--- src/rtl/control_unit_acquisition_if.sv ---
// Acquisition control bundle between the front end, detection path and the fin write-side controller.
// The slave modport is the controller; the master modport is whatever drives it (top level or bench).
interface control_unit_acquisition_if #(
    parameter int DROP_WIDTH = 16
);
    logic                  start;
    logic                  abort;
    logic                  cont_mode;
    logic                  sample_valid;
    logic                  full_fin;
    logic                  end_sig;
    logic                  push_fin;
    logic                  acq_busy;
    logic                  acq_done;
    logic                  overflow;
    logic [DROP_WIDTH-1:0] drop_cnt;

    modport slave (
        input  start, abort, cont_mode, sample_valid, full_fin, end_sig,
        output push_fin, acq_busy, acq_done, overflow, drop_cnt
    );

    modport master (
        output start, abort, cont_mode, sample_valid, full_fin, end_sig,
        input  push_fin, acq_busy, acq_done, overflow, drop_cnt
    );
endinterface

--- src/rtl/control_unit_acquisition.sv ---
// Write-side controller for the detection input FIFO: pushes one block of BLOCK_LEN samples,
// counts samples lost to a full FIFO, then waits for the detection path to finish the block.
//
// state    | meaning
// IDLE     | not acquiring; start re-arms and clears drop statistics
// ARM      | one cycle; sample counter cleared, samples ignored
// CAPTURE  | samples pushed into fin, or counted as drops while fin is full
// WAIT_END | block complete; waiting for end_sig from the detection path
module control_unit_acquisition #(
    parameter int BLOCK_LEN  = 1024,
    parameter int CNT_WIDTH  = 10,
    parameter int DROP_WIDTH = 16
) (
    input  logic                          clock,
    input  logic                          reset,
    control_unit_acquisition_if.slave     bus
);
    typedef enum logic [1:0] {
        IDLE     = 2'd0,
        ARM      = 2'd1,
        CAPTURE  = 2'd2,
        WAIT_END = 2'd3
    } state_t;

    localparam logic [CNT_WIDTH-1:0]  CNT_LAST = CNT_WIDTH'(BLOCK_LEN - 1);
    localparam logic [DROP_WIDTH-1:0] DROP_MAX = '1;

    state_t                state_q, state_d;
    logic [CNT_WIDTH-1:0]  cnt_q, cnt_d;
    logic                  acq_busy_q, acq_busy_d;
    logic                  acq_done_q, acq_done_d;
    logic                  overflow_q, overflow_d;
    logic [DROP_WIDTH-1:0] drop_cnt_q, drop_cnt_d;
    logic                  push;

    always_comb begin
        state_d    = state_q;
        cnt_d      = cnt_q;
        acq_done_d = 1'b0;
        overflow_d = overflow_q;
        drop_cnt_d = drop_cnt_q;
        push       = 1'b0;
        // abort suppresses everything else in its cycle, including a push or a drop
        if (bus.abort) begin
            state_d = IDLE;
            cnt_d   = '0;
        end else begin
            unique case (state_q)
                IDLE: begin
                    if (bus.start) begin
                        state_d    = ARM;
                        overflow_d = 1'b0;
                        drop_cnt_d = '0;
                    end
                end
                ARM: begin
                    cnt_d   = '0;
                    state_d = CAPTURE;
                end
                CAPTURE: begin
                    if (bus.sample_valid && !bus.full_fin) begin
                        push  = 1'b1;
                        cnt_d = cnt_q + CNT_WIDTH'(1);
                        if (cnt_q == CNT_LAST) begin
                            state_d = WAIT_END;
                        end
                    end else if (bus.sample_valid) begin
                        overflow_d = 1'b1;
                        if (drop_cnt_q != DROP_MAX) begin
                            drop_cnt_d = drop_cnt_q + DROP_WIDTH'(1);
                        end
                    end
                end
                WAIT_END: begin
                    if (bus.end_sig) begin
                        acq_done_d = 1'b1;
                        state_d    = bus.cont_mode ? ARM : IDLE;
                    end
                end
                default: state_d = IDLE;
            endcase
        end
        acq_busy_d = (state_d != IDLE);
    end

    always_ff @(posedge clock or posedge reset) begin
        if (reset) begin
            state_q    <= IDLE;
            cnt_q      <= '0;
            acq_busy_q <= 1'b0;
            acq_done_q <= 1'b0;
            overflow_q <= 1'b0;
            drop_cnt_q <= '0;
        end else begin
            state_q    <= state_d;
            cnt_q      <= cnt_d;
            acq_busy_q <= acq_busy_d;
            acq_done_q <= acq_done_d;
            overflow_q <= overflow_d;
            drop_cnt_q <= drop_cnt_d;
        end
    end

    assign bus.push_fin = push;
    assign bus.acq_busy = acq_busy_q;
    assign bus.acq_done = acq_done_q;
    assign bus.overflow = overflow_q;
    assign bus.drop_cnt = drop_cnt_q;
endmodule

--- src/flat_wrapper.sv ---
// flat-port wrapper written by rule: the top's interface ports become plain ports
module control_unit_acquisition_flat 
#(
    parameter int BLOCK_LEN  = 1024,
    parameter int CNT_WIDTH  = 10,
    parameter int DROP_WIDTH = 16
)
  (clock, reset, bus_start, bus_abort, bus_cont_mode, bus_sample_valid, bus_full_fin, bus_end_sig, bus_push_fin, bus_acq_busy, bus_acq_done, bus_overflow, bus_drop_cnt);
  control_unit_acquisition_if #(.DROP_WIDTH(DROP_WIDTH)) bus_i ();
  input  logic clock;
  input  logic reset;
  input wire logic [$bits(bus_i.start)-1:0] bus_start;
  input wire logic [$bits(bus_i.abort)-1:0] bus_abort;
  input wire logic [$bits(bus_i.cont_mode)-1:0] bus_cont_mode;
  input wire logic [$bits(bus_i.sample_valid)-1:0] bus_sample_valid;
  input wire logic [$bits(bus_i.full_fin)-1:0] bus_full_fin;
  input wire logic [$bits(bus_i.end_sig)-1:0] bus_end_sig;
  output wire logic [$bits(bus_i.push_fin)-1:0] bus_push_fin;
  output wire logic [$bits(bus_i.acq_busy)-1:0] bus_acq_busy;
  output wire logic [$bits(bus_i.acq_done)-1:0] bus_acq_done;
  output wire logic [$bits(bus_i.overflow)-1:0] bus_overflow;
  output wire logic [$bits(bus_i.drop_cnt)-1:0] bus_drop_cnt;
  assign bus_i.start = bus_start;
  assign bus_i.abort = bus_abort;
  assign bus_i.cont_mode = bus_cont_mode;
  assign bus_i.sample_valid = bus_sample_valid;
  assign bus_i.full_fin = bus_full_fin;
  assign bus_i.end_sig = bus_end_sig;
  assign bus_push_fin = bus_i.push_fin;
  assign bus_acq_busy = bus_i.acq_busy;
  assign bus_acq_done = bus_i.acq_done;
  assign bus_overflow = bus_i.overflow;
  assign bus_drop_cnt = bus_i.drop_cnt;
  control_unit_acquisition #(.BLOCK_LEN(BLOCK_LEN), .CNT_WIDTH(CNT_WIDTH), .DROP_WIDTH(DROP_WIDTH)) u_core (.clock(clock), .reset(reset), .bus(bus_i));
endmodule
--- config.mk ---
export PLATFORM = sky130hd
export DESIGN_NAME = control_unit_acquisition_flat
export DESIGN_NICKNAME = d
export VERILOG_FILES = /design/src/rtl/control_unit_acquisition_if.sv /design/src/rtl/control_unit_acquisition.sv /design/src/flat_wrapper.sv
export SDC_FILE = /design/constraint.sdc
export NUM_CORES = 1
export LEC_CHECK = 0
export ABC_AREA = 1
export CAP_MARGIN = 20
export CORE_AREA = 2 2 66 68
export CTS_CLUSTER_DIAMETER = 50
export CTS_CLUSTER_SIZE = 20
export DETAILED_ROUTE_END_ITERATION = 10
export DIE_AREA = 0 0 68 70
export GPL_TIMING_DRIVEN = 0
export PLACE_DENSITY = 0.75
export SYNTH_ARGS = -nofsm -noshare
export SYNTH_HDL_FRONTEND = slang
export SYNTH_SLANG_ARGS = --single-unit
--- constraint.sdc ---
create_clock -name clock -period 1.43 [get_ports clock]
set_clock_uncertainty 0.05 [all_clocks]
set_input_delay 0.286 -clock clock [delete_from_list [all_inputs] [get_ports clock]]
set_output_delay 0.286 -clock clock [all_outputs]
set_load 0.005 [all_outputs]
==> Word level (Yosys, flattened, before mapping) <==
Cells that the tools add are included.
{ "totals": {"latch_bits": 0, "regBits": 31, "rom_bits": 0, "input_bits": 8, "wordCells": 53, "ram_bits": 0, "memories": 0} }
{ "classes": {"add_sub_neg": 2, "n_eq_ne": 10, "div": 0, "n_bitwise": 1, "n_reduce_logical": 9, "n_shift": 0, "n_lt_le_gt_ge": 0, "multipliers": 0, "muxes": 25} }
{ "op_table": {"columns": ["operator", "count"], "rows": [
  ["16-bit two-way mux", 4],
  ["16-bit one-hot mux with 2 select lines", 1],
  ["10-bit two-way mux", 2],
  ["10-bit one-hot mux with 2 select lines", 1],
  ["16-bit by 1-bit adder with 16-bit output, second input constant", 1],
  ["16-bit != test, second input constant", 1],
  ["10-bit by 1-bit adder with 10-bit output, second input constant", 1],
  ["10-bit == test, second input constant", 1],
  ["1-bit two-way mux", 10],
  ["2-bit two-way mux", 5],
  ["2-bit one-hot mux with 4 select lines", 1],
  ["2-bit != test, second input constant", 3],
  ["6-bit AND reduction", 1],
  ["5-bit AND reduction", 1],
  ["2-bit == test, second input constant", 2],
  ["2-bit nonzero test", 2],
  ["3-bit by 2-bit != test with 1-bit output, second input constant", 1],
  ["3-bit nonzero test", 1],
  ["2-bit by 1-bit == test with 1-bit output, second input constant", 1],
  ["2-bit logical NOT", 1],
  ["2-bit by 1-bit != test with 1-bit output, second input constant", 1],
  ["1-bit one-hot mux with 2 select lines", 1],
  ["2-bit AND reduction", 1],
  ["1-bit logical AND", 1],
  ["2 further kinds", 2]
]} }

==> Depth between registers and ports, before layout <==
{ "depth": {"word_depth": 6, "depth_mapped": 9} }

==> Least setup slack after synthesis <==
Ideal clock, no wire load.
{ "synth_path": {"path_kind": "flip-flop to flip-flop", "from": "reg u_core.drop_cnt_q[0] (netlist: u_core.bus.drop_cnt[0])", "to": "reg u_core.drop_cnt_q[7] (netlist: u_core.bus.drop_cnt[7])", "n_path_buf": 1, "synth_period_minus_slack_ps": 1460, "stages_incl_launch_ff": 9, "setup_ps": 65, "arrival_ps": 1345, "setup_slack_ps": -30, "cell_sequence": "dfrtp_1 ha_1 nand3_1 inv_1 nand4_1 nand2_4 buf_6 nand2_1 nand2_1"} }
{ "synth_between": {"elab_chain_len": 5, "elab_cells_between_ends": 8, "classes_between": "add/sub: 1; eq/ne: 2; mux: 4; reduce/logical: 1"} }
{ "synth_rtl": {"columns": ["element", "line_no", "rtl"], "rows": [
  ["start: declaration", "control_unit_acquisition.sv:33", "logic [DROP_WIDTH-1:0] drop_cnt_q, drop_cnt_d;"],
  ["start signal: assignment", "control_unit_acquisition.sv:100", "drop_cnt_q <= drop_cnt_d;"],
  ["16-bit by 1-bit adder with 16-bit output", "control_unit_acquisition.sv:70", "drop_cnt_d = drop_cnt_q + DROP_WIDTH'(1);"],
  ["16-bit two-way mux", "control_unit_acquisition.sv:69", "if (drop_cnt_q != DROP_MAX) begin"],
  ["16-bit two-way mux", "control_unit_acquisition.sv:67", "end else if (bus.sample_valid) begin"],
  ["16-bit two-way mux", "control_unit_acquisition.sv:61", "if (bus.sample_valid && !bus.full_fin) begin"],
  ["16-bit one-hot mux with 2 select lines", "control_unit_acquisition.sv:48", "unique case (state_q)"]
]} }
Several ways; a longest one is shown, not always the timed one. The select of a mux whose other input is x is not followed.
A chain may end at the register's enable or synchronous reset.

==> Worst setup path after layout <==
{ "layout_path": {"from": "reg u_core.drop_cnt_q[9] (netlist: u_core.bus.drop_cnt[9])", "to": "reg u_core.drop_cnt_q[15] (netlist: u_core.bus.drop_cnt[15])"} }
Same word-level chain as after synthesis.

==> impl_metrics.yaml <==
run_status:
  status: "finished with violations"
  failed_checks: "negative setup slack"
critical_path:
  internal_reg_to_reg_setup_slack_ps: -170
  r2r-start: "u_core.bus.drop_cnt[9]"
  cp.required_ps: 1600
  timing.reg2reg.worst_path_depth: 8
  arrival_ps: 1760
  critical_path.reg2reg.endpoint: "u_core.bus.drop_cnt[15]"
  path_class: "reg2reg"
  critical_path.startpoint_type: "register"
  cp_max_fo: 7
  critPathCaptureType: "register"
place:
  place.port_buffers: 27
  gp_congestion: 0.9028
  dpl_hpwl_um: 3148
pwr:
  worst_vdd_drop_mv: 0.6168
  power.density_cell_area_mw_per_mm2: 751.0
  power_frac_clock_pct: 31.0
  logic_pwr_share_pct: 25.7
  power_switching_mw: 0.6469
  internal_power_mw: 1.527
  finalPower_mw: 2.173
  switching_share_pct: 29.76
  total_leakage_power_nw: 1.480
  power_frac_seq_pct: 43.3
logic_synthesis:
  synthesis.nets: 271
  synthesis.instances: 261
  number_of_synthesized_flops_with_an_enable_pin: 0
  average_size_of_a_mapped_cell_um2: 7.440
  synth_top_cell_by_area: "sky130_fd_sc_hd__dfrtp_1"
  synth_async_sr_flop_share_pct: 100.0
  post_synthesis_sequential_element_count: 31
  portion_of_the_post_synthesis_area_used_by_sequential_elements_pct: 39.95
  yosysUniqueCellTypes: 26
  synth_commonest_cells: "sky130_fd_sc_hd__nand2_1, sky130_fd_sc_hd__inv_1, sky130_fd_sc_hd__dfrtp_1"
  synthesis.area_mm2: 0.001942
  ys.flop_type: "sky130_fd_sc_hd__dfrtp_1"
  post-synth-top-area-fraction_pct: 39.95
  yosys-top-cells-area: "sky130_fd_sc_hd__dfrtp_1, sky130_fd_sc_hd__nand2_1, sky130_fd_sc_hd__nand3_1, sky130_fd_sc_hd__inv_1, sky130_fd_sc_hd__o21ai_2"
  yosysMostFrequentCell: "sky130_fd_sc_hd__nand2_1"
  synthesis_warnings: 0
floorplan:
  die_height_um: 70
  initial_core_util_pct: 46.86
  die-area_mm2: 0.004760
  floorplan.core_area_mm2: 0.004144
  floorplan.die.width_um: 68
  placement_rows: 24
  io-pin-count: 28
timing:
  setup_viol_count_final: 19
  finalSetupTns_ps: -2503
  max_slew_headroom_pct: 66.48
  tightest_slew_ps: 502.2
  hold_ws_ps: 279.0
  setup_repair_after_global_routing_missed_its_margin: "true"
  min_period_over_period_pct: 111.7
  report.final.slew_viol_count: 0
  maxClockFrequency_ghz: 0.6263
  final-hold-violation-count: 0
  postLayoutSetupSlackWorst_ps: -166.6
  final.min_clock_period_ps: 1597
clock_tree:
  cts_tree: "done"
  clock-sinks: 31
  clock_tree.htree_level_count: 2
  clkTransAtPathRegs_ps: 70
  tritoncts.num_buffers: 5
  cts.path.max_buffers: 2
  insertion_delay_ps: 280
  root_buffer_master: "sky130_fd_sc_hd__clkbuf_8"
route:
  detailedRoute.firstPassIterationCount: 5
  dr_total_vias: 2124
  routed_wire_length_per_instance_um: 14.57
  detail_route.iter0.violations: 211
  antenna_violating_nets_post_route: 0
  postRouteWirelength_um: 5683
  viasPerCell: 5.446
  detail_route.drc_violations: 0
cells_and_area:
  fin_nets: 347
  fillers: 323
  layout_stage_area_growth_over_the_synthesis_result_pct: 49.03
  diodes: 0
  layout-drive-gt1-share_pct: 35.80
grt:
  grt_antenna_before_repair: 0
  vias_in_the_first_global_route: 1914
  grtUsageTotal_pct: 22.23
  total_gr_overflow: 0
  grt_pass1_wl_um: 8086
  pin_count_of_the_biggest_net_entering_global_routing: 23
worst_hold_path:
  hold_class: "in2async"
run:
  drv_cap: 0
[power groups by stage]
stage / sequential (mW) / clock, mW / combinational [mW]
4_1_cts: 0.938 / 0.688 / 0.419
2_1_floorplan: 0.961 / 0 / 0.227
3_5_place_dp: 0.963 / 0 / 0.370
3_3_place_gp: 0.962 / 0 / 0.357
5_1_grt: 0.943 / 0.733 / 0.600
6_report: 0.941 / 0.673 / 0.559
[flip-flops by register name, indices dropped and copies added (netlist names)]
name,flops
u_core.cnt_q,10
u_core.bus.acq_done,1
u_core.bus.acq_busy,1
u_core.bus.overflow,1
u_core.state_q,2
u_core.bus.drop_cnt,16
[layer usage]
metal / up-vias / routed length [µm] / track usage [%]
li1: 991 / - / -
met1: 996 / 2168 / 26.38
met2: 98 / 2790 / 36.35
met3: 39 / 340 / 5.314
met4: 0 / 384 / 11.56
met5: - / 0 / 0
[how the worst max path moves through the flow]
| stage | start | end | slack, ps |
|---|---|---|---|
| final | u_core.bus.drop_cnt[9] | u_core.bus.drop_cnt[15] | -170 |
| after global routing | u_core.bus.drop_cnt[0] | u_core.bus.drop_cnt[13] | -240 |
| after CTS | bus_sample_valid | bus_push_fin | -140 |
| after detailed placement | bus_sample_valid | bus_push_fin | -550 |
| after global placement | bus_sample_valid | bus_push_fin | -540 |
| after floorplan | u_core.state_q[0] | u_core.bus.drop_cnt[2] | 4 |
[kinds of logic after synthesis]
group | count (synthesis) | share of synthesized area [%]
AND/OR/NAND/NOR | 150 | 34.79
buffers and inverters | 40 | 9.406
AO/OA/AOI/OAI | 33 | 12.31
flip-flops | 31 | 39.95
XOR/XNOR | 5 | 2.255
adder cells (fa/ha/maj) | 2 | 1.288
[cell usage in the layout, fill, tap and decap left out, types with 2 or more instances in the layout]
cell and n:
sky130_fd_sc_hd__ha_2 2, sky130_fd_sc_hd__dlygate4sd2_1 19, sky130_fd_sc_hd__or2_2 3, sky130_fd_sc_hd__o21ai_2 14, sky130_fd_sc_hd__a21oi_1 9, sky130_fd_sc_hd__buf_6 3
sky130_fd_sc_hd__dfrtp_1 25, sky130_fd_sc_hd__clkdlybuf4s50_1 5, sky130_fd_sc_hd__o21ai_0 3, sky130_fd_sc_hd__nand2_4 5, sky130_fd_sc_hd__nor2_2 7, sky130_fd_sc_hd__nand4_1 8
sky130_fd_sc_hd__clkbuf_16 3, sky130_fd_sc_hd__o21ai_1 2, sky130_fd_sc_hd__buf_4 37, sky130_fd_sc_hd__buf_8 2, sky130_fd_sc_hd__dlymetal6s2s_1 2, sky130_fd_sc_hd__nor2_1 18
sky130_fd_sc_hd__xor2_1 5, sky130_fd_sc_hd__inv_1 30, sky130_fd_sc_hd__nand3_1 27, sky130_fd_sc_hd__inv_2 4, sky130_fd_sc_hd__o21a_1 2, sky130_fd_sc_hd__clkbuf_8 5
sky130_fd_sc_hd__nor2_4 3, sky130_fd_sc_hd__nand2_2 15, sky130_fd_sc_hd__dfrtp_2 6, sky130_fd_sc_hd__and2_1 2, sky130_fd_sc_hd__clkbuf_1 2, sky130_fd_sc_hd__nor3_2 2
sky130_fd_sc_hd__nand2_1 55
[stage by stage]
step	util, %	setup WS, ps	instance area, µm²	std cells
3_5_place_dp	55.68	-549.0	2307	341
3_3_place_gp	55.01	-542.2	2280	340
4_1_cts	62.41	-137.0	2586	373
2_1_floorplan	-	4.372	1944	261
6_report	69.84	-166.6	2894	390
5_1_grt	69.84	-243.4	2894	390
[critical path, cell delays in order, from the launching register on]
cell	delay, ps
sky130_fd_sc_hd__dfrtp_1	350
sky130_fd_sc_hd__buf_4	130
sky130_fd_sc_hd__nand2_1	90
sky130_fd_sc_hd__nor2_2	180
sky130_fd_sc_hd__nand4_1	210
sky130_fd_sc_hd__nand2_4	230
sky130_fd_sc_hd__clkbuf_16	190
sky130_fd_sc_hd__nand2_2	50
sky130_fd_sc_hd__o21ai_2	50
[final cells by class]
type                       instances  area, µm²  area share, %
buffer                             5      73.82          2.551
inverter                          35      133.9          4.626
clock buffer                       7      76.32          2.637
tap                               52      65.06          2.248
multi-input combinational        190       1120          38.69
sequential                        31      783.3          27.06
timing repair buffer              69      636.9          22.01
clock inverter                     1      5.005         0.1729
[timing repair]
item | CTS | global route
gates cloned | 0 | 4
pin swaps | 4 | 16
resized for setup | 42 | 45
hold buffers | 0 | 0
buffers inserted | 24 | 13
endpoints found under the setup margin | 43 | 29
No activity file was read; power rests on OpenSTA's default activity.
